[src/rtl/rng_word_collector_if.sv]
// Bus bundle between the random-word collector, its TRNG source and its word consumer.
//
// Handshakes:
//   raw bit : the collector takes RANDOM in a cycle where BIT_READY=1 and its own
//             ACK=0, then pulses ACK for exactly the next cycle; BIT_READY seen
//             while ACK=1 is ignored, so at most one raw bit is taken per 2 cycles.
//   word    : WORD/WORD_VALID hold steady until WORD_READY=1; a transfer happens in
//             any cycle with WORD_VALID=1 and WORD_READY=1 (WORD_READY may already
//             be high when WORD_VALID rises).
interface rng_word_collector_if #(
    parameter int WIDTH = 16
);
    logic             START;
    logic             EN;
    logic             RANDOM;
    logic             BIT_READY;
    logic             ACK;
    logic [WIDTH-1:0] WORD;
    logic             WORD_VALID;
    logic             WORD_READY;
    logic             BUSY;
    logic             FAULT;

    // Collector side
    modport master (
        input  START, RANDOM, BIT_READY, WORD_READY,
        output EN, ACK, WORD, WORD_VALID, BUSY, FAULT
    );

    // Environment side (TRNG, controller and word consumer)
    modport slave (
        output START, RANDOM, BIT_READY, WORD_READY,
        input  EN, ACK, WORD, WORD_VALID, BUSY, FAULT
    );
endinterface

[src/rtl/rng_word_collector.sv]
// Collects raw TRNG bits into a WIDTH-bit word (LSB first), with optional von
// Neumann debiasing and a repetition-count health test that latches a fault.
module rng_word_collector #(
    parameter int WIDTH      = 16,
    parameter int DEBIAS     = 0,
    parameter int CONTINUOUS = 0,
    parameter int REP_LIMIT  = 32
) (
    input  logic                  CLK,
    input  logic                  RST,
    rng_word_collector_if.master  bus,
    output logic [1:0]            dbg_state
);
    localparam int CW = $clog2(WIDTH + 1);
    localparam int RW = $clog2(REP_LIMIT + 1);

    typedef enum logic [1:0] {
        IDLE     = 2'd0,
        COLLECT  = 2'd1,
        HOLD     = 2'd2,
        FAULT_ST = 2'd3
    } state_t;

    state_t          state, state_n;
    logic [CW-1:0]   count, count_n;
    logic [WIDTH-1:0] word, word_n;
    logic            pair_full, pair_full_n;
    logic            pair_bit, pair_bit_n;
    logic [RW-1:0]   rep_cnt, rep_cnt_n;
    logic            last_bit, last_bit_n;
    logic            ack, ack_n;
    logic            en_q, busy_q, valid_q, fault_q;
    logic            take, emit, emit_bit, restart;

    // Next-state, bit intake, debiasing, word assembly and repetition test
    always_comb begin
        state_n     = state;
        count_n     = count;
        word_n      = word;
        pair_full_n = pair_full;
        pair_bit_n  = pair_bit;
        rep_cnt_n   = rep_cnt;
        last_bit_n  = last_bit;
        ack_n       = 1'b0;
        take        = 1'b0;
        emit        = 1'b0;
        emit_bit    = 1'b0;
        restart     = 1'b0;

        case (state)
            IDLE: begin
                if (bus.START) begin
                    state_n = COLLECT;
                    restart = 1'b1;
                end
            end
            COLLECT: begin
                // One bit per handshake: a bit offered while ACK is high is not taken.
                take = bus.BIT_READY && !ack;
                if (take) begin
                    ack_n = 1'b1;
                    // Run length of identical raw bits; a cleared counter starts a new run.
                    if (rep_cnt != '0 && bus.RANDOM == last_bit) begin
                        rep_cnt_n = rep_cnt + 1'b1;
                    end else begin
                        rep_cnt_n = RW'(1);
                    end
                    last_bit_n = bus.RANDOM;

                    if (DEBIAS == 0) begin
                        emit     = 1'b1;
                        emit_bit = bus.RANDOM;
                    end else if (!pair_full) begin
                        pair_full_n = 1'b1;
                        pair_bit_n  = bus.RANDOM;
                    end else begin
                        // 01 -> 0, 10 -> 1: the emitted bit equals the first of the pair.
                        pair_full_n = 1'b0;
                        if (pair_bit != bus.RANDOM) begin
                            emit     = 1'b1;
                            emit_bit = pair_bit;
                        end
                    end

                    if (emit) begin
                        for (int i = 0; i < WIDTH; i++) begin
                            if (count == CW'(i)) word_n[i] = emit_bit;
                        end
                        count_n = count + 1'b1;
                    end

                    // A health-test failure wins over a word completing on the same bit.
                    if (rep_cnt_n == RW'(REP_LIMIT)) begin
                        state_n = FAULT_ST;
                        word_n  = '0;
                    end else if (count_n == CW'(WIDTH)) begin
                        state_n = HOLD;
                    end
                end
                // START restarts the word; an in-flight ACK still goes out.
                if (bus.START) begin
                    state_n = COLLECT;
                    restart = 1'b1;
                end
            end
            HOLD: begin
                if (bus.WORD_READY) begin
                    if (CONTINUOUS != 0) begin
                        state_n = COLLECT;
                        restart = 1'b1;
                    end else begin
                        state_n = IDLE;
                    end
                end
            end
            FAULT_ST: begin
                if (bus.START) begin
                    state_n = COLLECT;
                    restart = 1'b1;
                end
            end
            default: state_n = IDLE;
        endcase

        if (restart) begin
            count_n     = '0;
            word_n      = '0;
            pair_full_n = 1'b0;
            rep_cnt_n   = '0;
        end
    end

    // State and datapath registers; status outputs are registered decodes of the next state
    always_ff @(posedge CLK) begin
        if (RST) begin
            state     <= IDLE;
            count     <= '0;
            word      <= '0;
            pair_full <= 1'b0;
            pair_bit  <= 1'b0;
            rep_cnt   <= '0;
            last_bit  <= 1'b0;
            ack       <= 1'b0;
            en_q      <= 1'b0;
            busy_q    <= 1'b0;
            valid_q   <= 1'b0;
            fault_q   <= 1'b0;
        end else begin
            state     <= state_n;
            count     <= count_n;
            word      <= word_n;
            pair_full <= pair_full_n;
            pair_bit  <= pair_bit_n;
            rep_cnt   <= rep_cnt_n;
            last_bit  <= last_bit_n;
            ack       <= ack_n;
            en_q      <= (state_n == COLLECT);
            busy_q    <= (state_n == COLLECT);
            valid_q   <= (state_n == HOLD);
            fault_q   <= (state_n == FAULT_ST);
        end
    end

    assign bus.EN         = en_q;
    assign bus.ACK        = ack;
    assign bus.WORD       = word;
    assign bus.WORD_VALID = valid_q;
    assign bus.BUSY       = busy_q;
    assign bus.FAULT      = fault_q;
    assign dbg_state      = state;
endmodule

[src/flat_wrapper.sv]
// flat-port wrapper written by rule: the top's interface ports become plain ports
module rng_word_collector_flat 
#(
    parameter int WIDTH      = 16,
    parameter int DEBIAS     = 0,
    parameter int CONTINUOUS = 0,
    parameter int REP_LIMIT  = 32
)
  (CLK, RST, dbg_state, bus_START, bus_RANDOM, bus_BIT_READY, bus_WORD_READY, bus_EN, bus_ACK, bus_WORD, bus_WORD_VALID, bus_BUSY, bus_FAULT);
  rng_word_collector_if #(.WIDTH(WIDTH)) bus_i ();
  input  logic CLK;
  input  logic RST;
  output logic [1:0] dbg_state;
  input wire logic [$bits(bus_i.START)-1:0] bus_START;
  input wire logic [$bits(bus_i.RANDOM)-1:0] bus_RANDOM;
  input wire logic [$bits(bus_i.BIT_READY)-1:0] bus_BIT_READY;
  input wire logic [$bits(bus_i.WORD_READY)-1:0] bus_WORD_READY;
  output wire logic [$bits(bus_i.EN)-1:0] bus_EN;
  output wire logic [$bits(bus_i.ACK)-1:0] bus_ACK;
  output wire logic [$bits(bus_i.WORD)-1:0] bus_WORD;
  output wire logic [$bits(bus_i.WORD_VALID)-1:0] bus_WORD_VALID;
  output wire logic [$bits(bus_i.BUSY)-1:0] bus_BUSY;
  output wire logic [$bits(bus_i.FAULT)-1:0] bus_FAULT;
  assign bus_i.START = bus_START;
  assign bus_i.RANDOM = bus_RANDOM;
  assign bus_i.BIT_READY = bus_BIT_READY;
  assign bus_i.WORD_READY = bus_WORD_READY;
  assign bus_EN = bus_i.EN;
  assign bus_ACK = bus_i.ACK;
  assign bus_WORD = bus_i.WORD;
  assign bus_WORD_VALID = bus_i.WORD_VALID;
  assign bus_BUSY = bus_i.BUSY;
  assign bus_FAULT = bus_i.FAULT;
  rng_word_collector #(.WIDTH(WIDTH), .DEBIAS(DEBIAS), .CONTINUOUS(CONTINUOUS), .REP_LIMIT(REP_LIMIT)) u_core (.CLK(CLK), .RST(RST), .bus(bus_i), .dbg_state(dbg_state));
endmodule
[config.mk]
export PLATFORM = sky130hd
export DESIGN_NAME = rng_word_collector_flat
export DESIGN_NICKNAME = d
export VERILOG_FILES = /design/src/rtl/rng_word_collector_if.sv /design/src/rtl/rng_word_collector.sv /design/src/flat_wrapper.sv
export SDC_FILE = /design/constraint.sdc
export NUM_CORES = 1
export LEC_CHECK = 0
export BUFFER_PORTS_ARGS = -buffer_cell sky130_fd_sc_hd__buf_2
export CORE_ASPECT_RATIO = 1.2
export CORE_MARGIN = 1.5
export CORE_UTILIZATION = 30
export CTS_CLUSTER_DIAMETER = 100
export CTS_CLUSTER_SIZE = 28
export DETAILED_ROUTE_END_ITERATION = 6
export PLACE_DENSITY_LB_ADDON = 0.2
export REMOVE_ABC_BUFFERS = 1
export SKIP_CTS_REPAIR_TIMING = 1
export SLEW_MARGIN = 20
export SYNTH_ARGS = -nofsm -noshare
export SYNTH_HDL_FRONTEND = slang
export SYNTH_SLANG_ARGS = --single-unit
export TNS_END_PERCENT = 1
[constraint.sdc]
create_clock -name CLK -period 2.5 [get_ports CLK]
set_clock_uncertainty 0.2 [all_clocks]
set_input_delay 0.625 -clock CLK [delete_from_list [all_inputs] [get_ports CLK]]
set_output_delay 0.625 -clock CLK [all_outputs]
set_load 0.01 [all_outputs]
# Word-level counts from Yosys, hierarchy flattened
# Index checks and enable logic that the tools add are counted.
[totals]
regBits = 34
in_bits = 6
[classes]
eq_ne = 24
reduce_logical = 44
muxes = 36
bitwise = 1
n_addsub = 2
[op_table]
columns = ["operator", "count"]
rows = [
  ["AND reduction 4 bit", 16],
  ["equality test 5 x 4 -> 1 bit (second input constant)", 8],
  ["nonzero test 2 bit", 17],
  ["2-to-1 mux 16 bit", 2],
  ["2-to-1 mux 1 bit", 21],
  ["equality test 5 x 3 -> 1 bit (second input constant)", 4],
  ["2-to-1 mux 6 bit", 3],
  ["2-to-1 mux 5 bit", 3],
  ["2-to-1 mux 2 bit", 6],
  ["equality test 5 x 2 -> 1 bit (second input constant)", 2],
  ["equality test 2 bit (second input constant)", 4],
  ["adder 6 x 1 -> 6 bit (second input constant)", 1],
  ["equality test 6 bit (second input constant)", 1],
  ["case mux 2 bit (3 select lines)", 1],
  ["nonzero test 6 bit", 1],
  ["OR reduction 2 bit", 3],
  ["adder 5 x 1 -> 5 bit (second input constant)", 1],
  ["equality test 5 x 1 -> 1 bit (second input constant)", 1],
  ["equality test 5 bit (second input constant)", 1],
  ["zero test 5 bit", 1],
  ["equality test 2 x 1 -> 1 bit (second input constant)", 2],
  ["OR reduction 3 bit", 1],
  ["logical AND 1 bit", 2],
  ["zero test 2 bit", 1],
  ["other kinds (4)", 4],
]

# Logic depth before layout (Yosys ltp)
[logic_depth]
ltp_word = 14
ltp_mapped = 8
depth_no_buf = 8

# Least setup slack after synthesis
# Ideal clock, no wire load.
[synth_path]
path_type = "register to register"
start = "register u_core.count[0]"
end = "register u_core.en_q (netlist: u_core.bus.EN)"
setup_time_ps = 131
path_stages_with_launch = 9
path_slack_ps = 315
arrival_time_ps = 1854
path_buffers = 0
synth_period_minus_slack_ps = 2185
path_cell_list = "dfxtp_1 -> ha_1 -> and3_1 -> ha_1 -> nor4bb_1 -> o211ai_1 -> a21oi_1 -> o31a_1 -> nor4_2"
[synth_via]
elab_chain_cells = 11
[synth_lines]
columns = ["element", "line_no", "text"]
rows = [
  ["start: declaration", "rng_word_collector.sv:25", "logic [CW-1:0] count, count_n;"],
  ["start signal: assignment", "rng_word_collector.sv:150", "count <= count_n;"],
  ["adder 5 x 1 -> 5 bit", "rng_word_collector.sv:89", "count_n = count + 1'b1;"],
  ["2-to-1 mux 5 bit *", "rng_word_collector.sv:85", "if (emit) begin"],
  ["2-to-1 mux 5 bit *", "rng_word_collector.sv:60", "if (take) begin"],
  ["2-to-1 mux 5 bit *", "rng_word_collector.sv:50", "case (state)"],
  ["equality test 5 bit *", "rng_word_collector.sv:96", "end else if (count_n == CW'(WIDTH)) begin"],
  ["2-to-1 mux 2 bit *", "rng_word_collector.sv:96", ""],
  ["2-to-1 mux 2 bit *", "rng_word_collector.sv:93", "if (rep_cnt_n == RW'(REP_LIMIT)) begin"],
  ["2-to-1 mux 2 bit *", "rng_word_collector.sv:60", ""],
  ["2-to-1 mux 2 bit *", "rng_word_collector.sv:101", "if (bus.START) begin"],
  ["case mux 2 bit (3 select lines) *", "rng_word_collector.sv:50", ""],
  ["equality test 2 x 1 -> 1 bit *", "rng_word_collector.sv:157", "en_q <= (state_n == COLLECT);"],
  ["end signal: assignment", "rng_word_collector.sv:157", ""],
  ["end: declaration", "rng_word_collector.sv:32", "logic en_q, busy_q, valid_q, fault_q;"],
]
# Every way passes the cells marked *; elsewhere a longest branch is shown, timed or not. The select of a mux whose other input is x is not followed.
# A chain may end at the register's enable or synchronous reset.

# Worst setup path in the final report
[layout_path]
start = "register u_core.count[0]"
end = "register u_core.valid_q (netlist: u_core.bus.WORD_VALID)"
[layout_via]
elab_chain_cells = 11
[layout_lines]
columns = ["element", "line_no", "text"]
rows = [
  ["adder 5 x 1 -> 5 bit", "rng_word_collector.sv:89", ""],
  ["2-to-1 mux 5 bit *", "rng_word_collector.sv:85", ""],
  ["2-to-1 mux 5 bit *", "rng_word_collector.sv:60", ""],
  ["2-to-1 mux 5 bit *", "rng_word_collector.sv:50", ""],
  ["equality test 5 bit *", "rng_word_collector.sv:96", ""],
  ["2-to-1 mux 2 bit *", "rng_word_collector.sv:96", ""],
  ["2-to-1 mux 2 bit *", "rng_word_collector.sv:93", ""],
  ["2-to-1 mux 2 bit *", "rng_word_collector.sv:60", ""],
  ["2-to-1 mux 2 bit *", "rng_word_collector.sv:101", ""],
  ["case mux 2 bit (3 select lines) *", "rng_word_collector.sv:50", ""],
  ["equality test 2 bit *", "rng_word_collector.sv:159", "valid_q <= (state_n == HOLD);"],
  ["end signal: assignment", "rng_word_collector.sv:159", ""],
  ["end: declaration", "rng_word_collector.sv:32", ""],
]
# Marked as above.

==> metrics.csv <==
metric;value;unit
n_antenna_cell;0;
track_usage;14.2;%
ys_warn_count;0;
synth_top_area_share;40.1;%
root_buffer;clkbuf_8;
dp_hpwl;2990;um
fin_crit;2340;ps
finalSetupViolations;0;
clkLatencyLatePin;280;ps
io_pins;29;
leakage;0.793;nW
worstPathArrival;2370;ps
met1_usage;18.9;%
top_usage_layer;met2;
area_growth;22.6;%
synth_top_area_cell;dfxtp_1;
ff_latch_area;683;um2
synth-seq-cells;34;
placed_area;0.00194;mm2
hold_violations;0;
total_power;1.27;mW
rsz0062_at_grt;true;
die_h;85.4;um
first_iter_violations;61;
cts.path.max_buffers;2;
dp_slack;113;ps
finalSetupTns;0;ps
h-tree-depth;2;
maxCapViolations;0;
synthCells;198;
syn_area;0.00170;mm2
hold_path.class;reg2reg;
yosysMostFrequentCell;dfxtp_1;
post_drt_wl_per_cell;13.9;um
start_util;31.6;%
relSlewSlack;72.0;%
fillers;569;
synth-async-reset-ratio;0;%
grt_util_met2;22.1;%
io_buffers;28;
worst_slack;161;ps
ir_worst_vdd;0.000302;V
yosysUniqueCellTypes;41;
start_kind;flop;
ant_nets;0;
firstDrtPassIters;6;
antenna_found_initial;0;
grt_max_degree;17;
required;2530;ps
outcome;completed;
ys_top_cells_by_area;dfxtp_1, ha_1, o21ai_0;
vias;1503;
core;0.00537;mm2
cellPowerDensity;609;mW/mm2
grt_pass1_vias;1405;
r2r_slack;160;ps
clk_pin_slew;70;ps
synth_edf_count;0;
period_share;93.5;%
worstMarginPinSlew;419;ps
grt_first_pass_wirelength;6930;um
critPathKind;reg2reg;
final_cell_area;0.00208;mm2
holdWs;268;ps
overflow;0;
cts_tree;done;
yosysSeqAreaShare;40.1;%
drc;0;
gr-usage-met3;3.80;%
avgSynthCellArea;8.58;um2
path_max_fanout;7;
cts_made_buffers;5;
fmax;428;MHz
drive_gt1_share;25.0;%
ys.flop_type;dfxtp_1;
end_kind;flop;
routed_wl;4090;um
die-area;0.00612;mm2
routabilityCongestion;0.805;
die-width;71.7;um
cts_sinks;34;
rows;29;
multi_input_area;957;um2
netlist_top_cells_count;dfxtp_1, o21ai_0, nand2_1;
routed_via_density;5.11;
layout.nets;248;
maxSlewViolCount;0;
[per-layer routing]
layer,vias to the layer above,part of all wire (%)
li1,785,-
met1,681,50
met2,31,44
met3,6,4.0
met4,0,1.5
met5,-,0
[path summary, 6_finish.rpt]
kind / start / end / cells past startpoint
hold / removal: u_core.bus.WORD[15] / u_core.bus.WORD[15] / 2
setup reg to reg: u_core.count[0] / u_core.bus.WORD_VALID / 8
hold reg to reg: u_core.bus.WORD[15] / u_core.bus.WORD[15] / 2
setup / recovery: u_core.count[0] / u_core.bus.WORD_VALID / 8
[critical path: stages, from the launching register on]
cell      delay [ps]
dfxtp_2          360
ha_1             210
and3_1           190
ha_1             310
nor4bb_2         310
o211ai_1         190
a21oi_2          180
o31a_1           210
o21a_1           140
[cell families after synthesis]
kind of cell	synth area share (%)
AO/OA/AOI/OAI	25.3
XOR/XNOR	2.58
AND/OR/NAND/NOR	19.8
flip-flops	40.1
buffers and inverters	4.86
adder cells (fa/ha/maj)	7.37
[final cells by class]
| cell class | instances | share of cell area [%] |
|---|---|---|
| tap | 62 | 3.73 |
| sequential | 34 | 32.8 |
| clock buffer | 6 | 3.97 |
| timing repair buffer | 36 | 10.2 |
| multi-input combinational | 145 | 46.0 |
| inverter | 10 | 1.80 |
| clock inverter | 1 | 1.44 |
[cell usage in the layout (no fill, tap or decap), types with 2 or more instances in the layout]
master,Yosys,layout
a211oi_1,3,3
a21o_1,2,2
a21oi_1,12,11
and3_1,3,3
buf_2,0,28
buf_4,1,7
clkbuf_8,0,6
dfxtp_1,34,32
dfxtp_2,0,2
ha_1,10,10
inv_1,10,10
nand2_1,17,17
nand2b_1,7,7
nand3_1,2,2
nand3b_1,2,2
nor2_1,15,15
nor2b_1,2,2
nor3_1,2,2
nor4_2,2,2
o2111ai_2,1,3
o21ai_0,21,20
o21ba_2,2,2
o22ai_1,16,16
or2_2,2,2
or3_1,3,3
xnor2_1,2,2
xor2_1,3,3
[metrics by stage]
stage	utilization, %	cells
floorplan	-	189
global placement	36.2	287
detailed placement	36.2	287
CTS	38.3	294
global route	38.7	294
finish	38.7	294
[sequential cells by signal, indices dropped and copies added, names as in the netlist]
register and cells:
u_core.bus.FAULT 1, u_core.bus.WORD_VALID 1, u_core.bus.WORD 16, u_core.count 5, u_core.dbg_state 2, u_core.last_bit 1
u_core.bus.ACK 1, u_core.rep_cnt 6, u_core.bus.EN 1
[where the power goes]
part           leakage (nW)  switching [mW]  internal, mW  total, mW
combinational         0.460           0.105        0.0686      0.173
sequential            0.276          0.0179         0.557      0.575
clock                0.0573           0.200         0.319      0.519
total                 0.793           0.322         0.945       1.27
No activity file was read; power rests on OpenSTA's default activity.
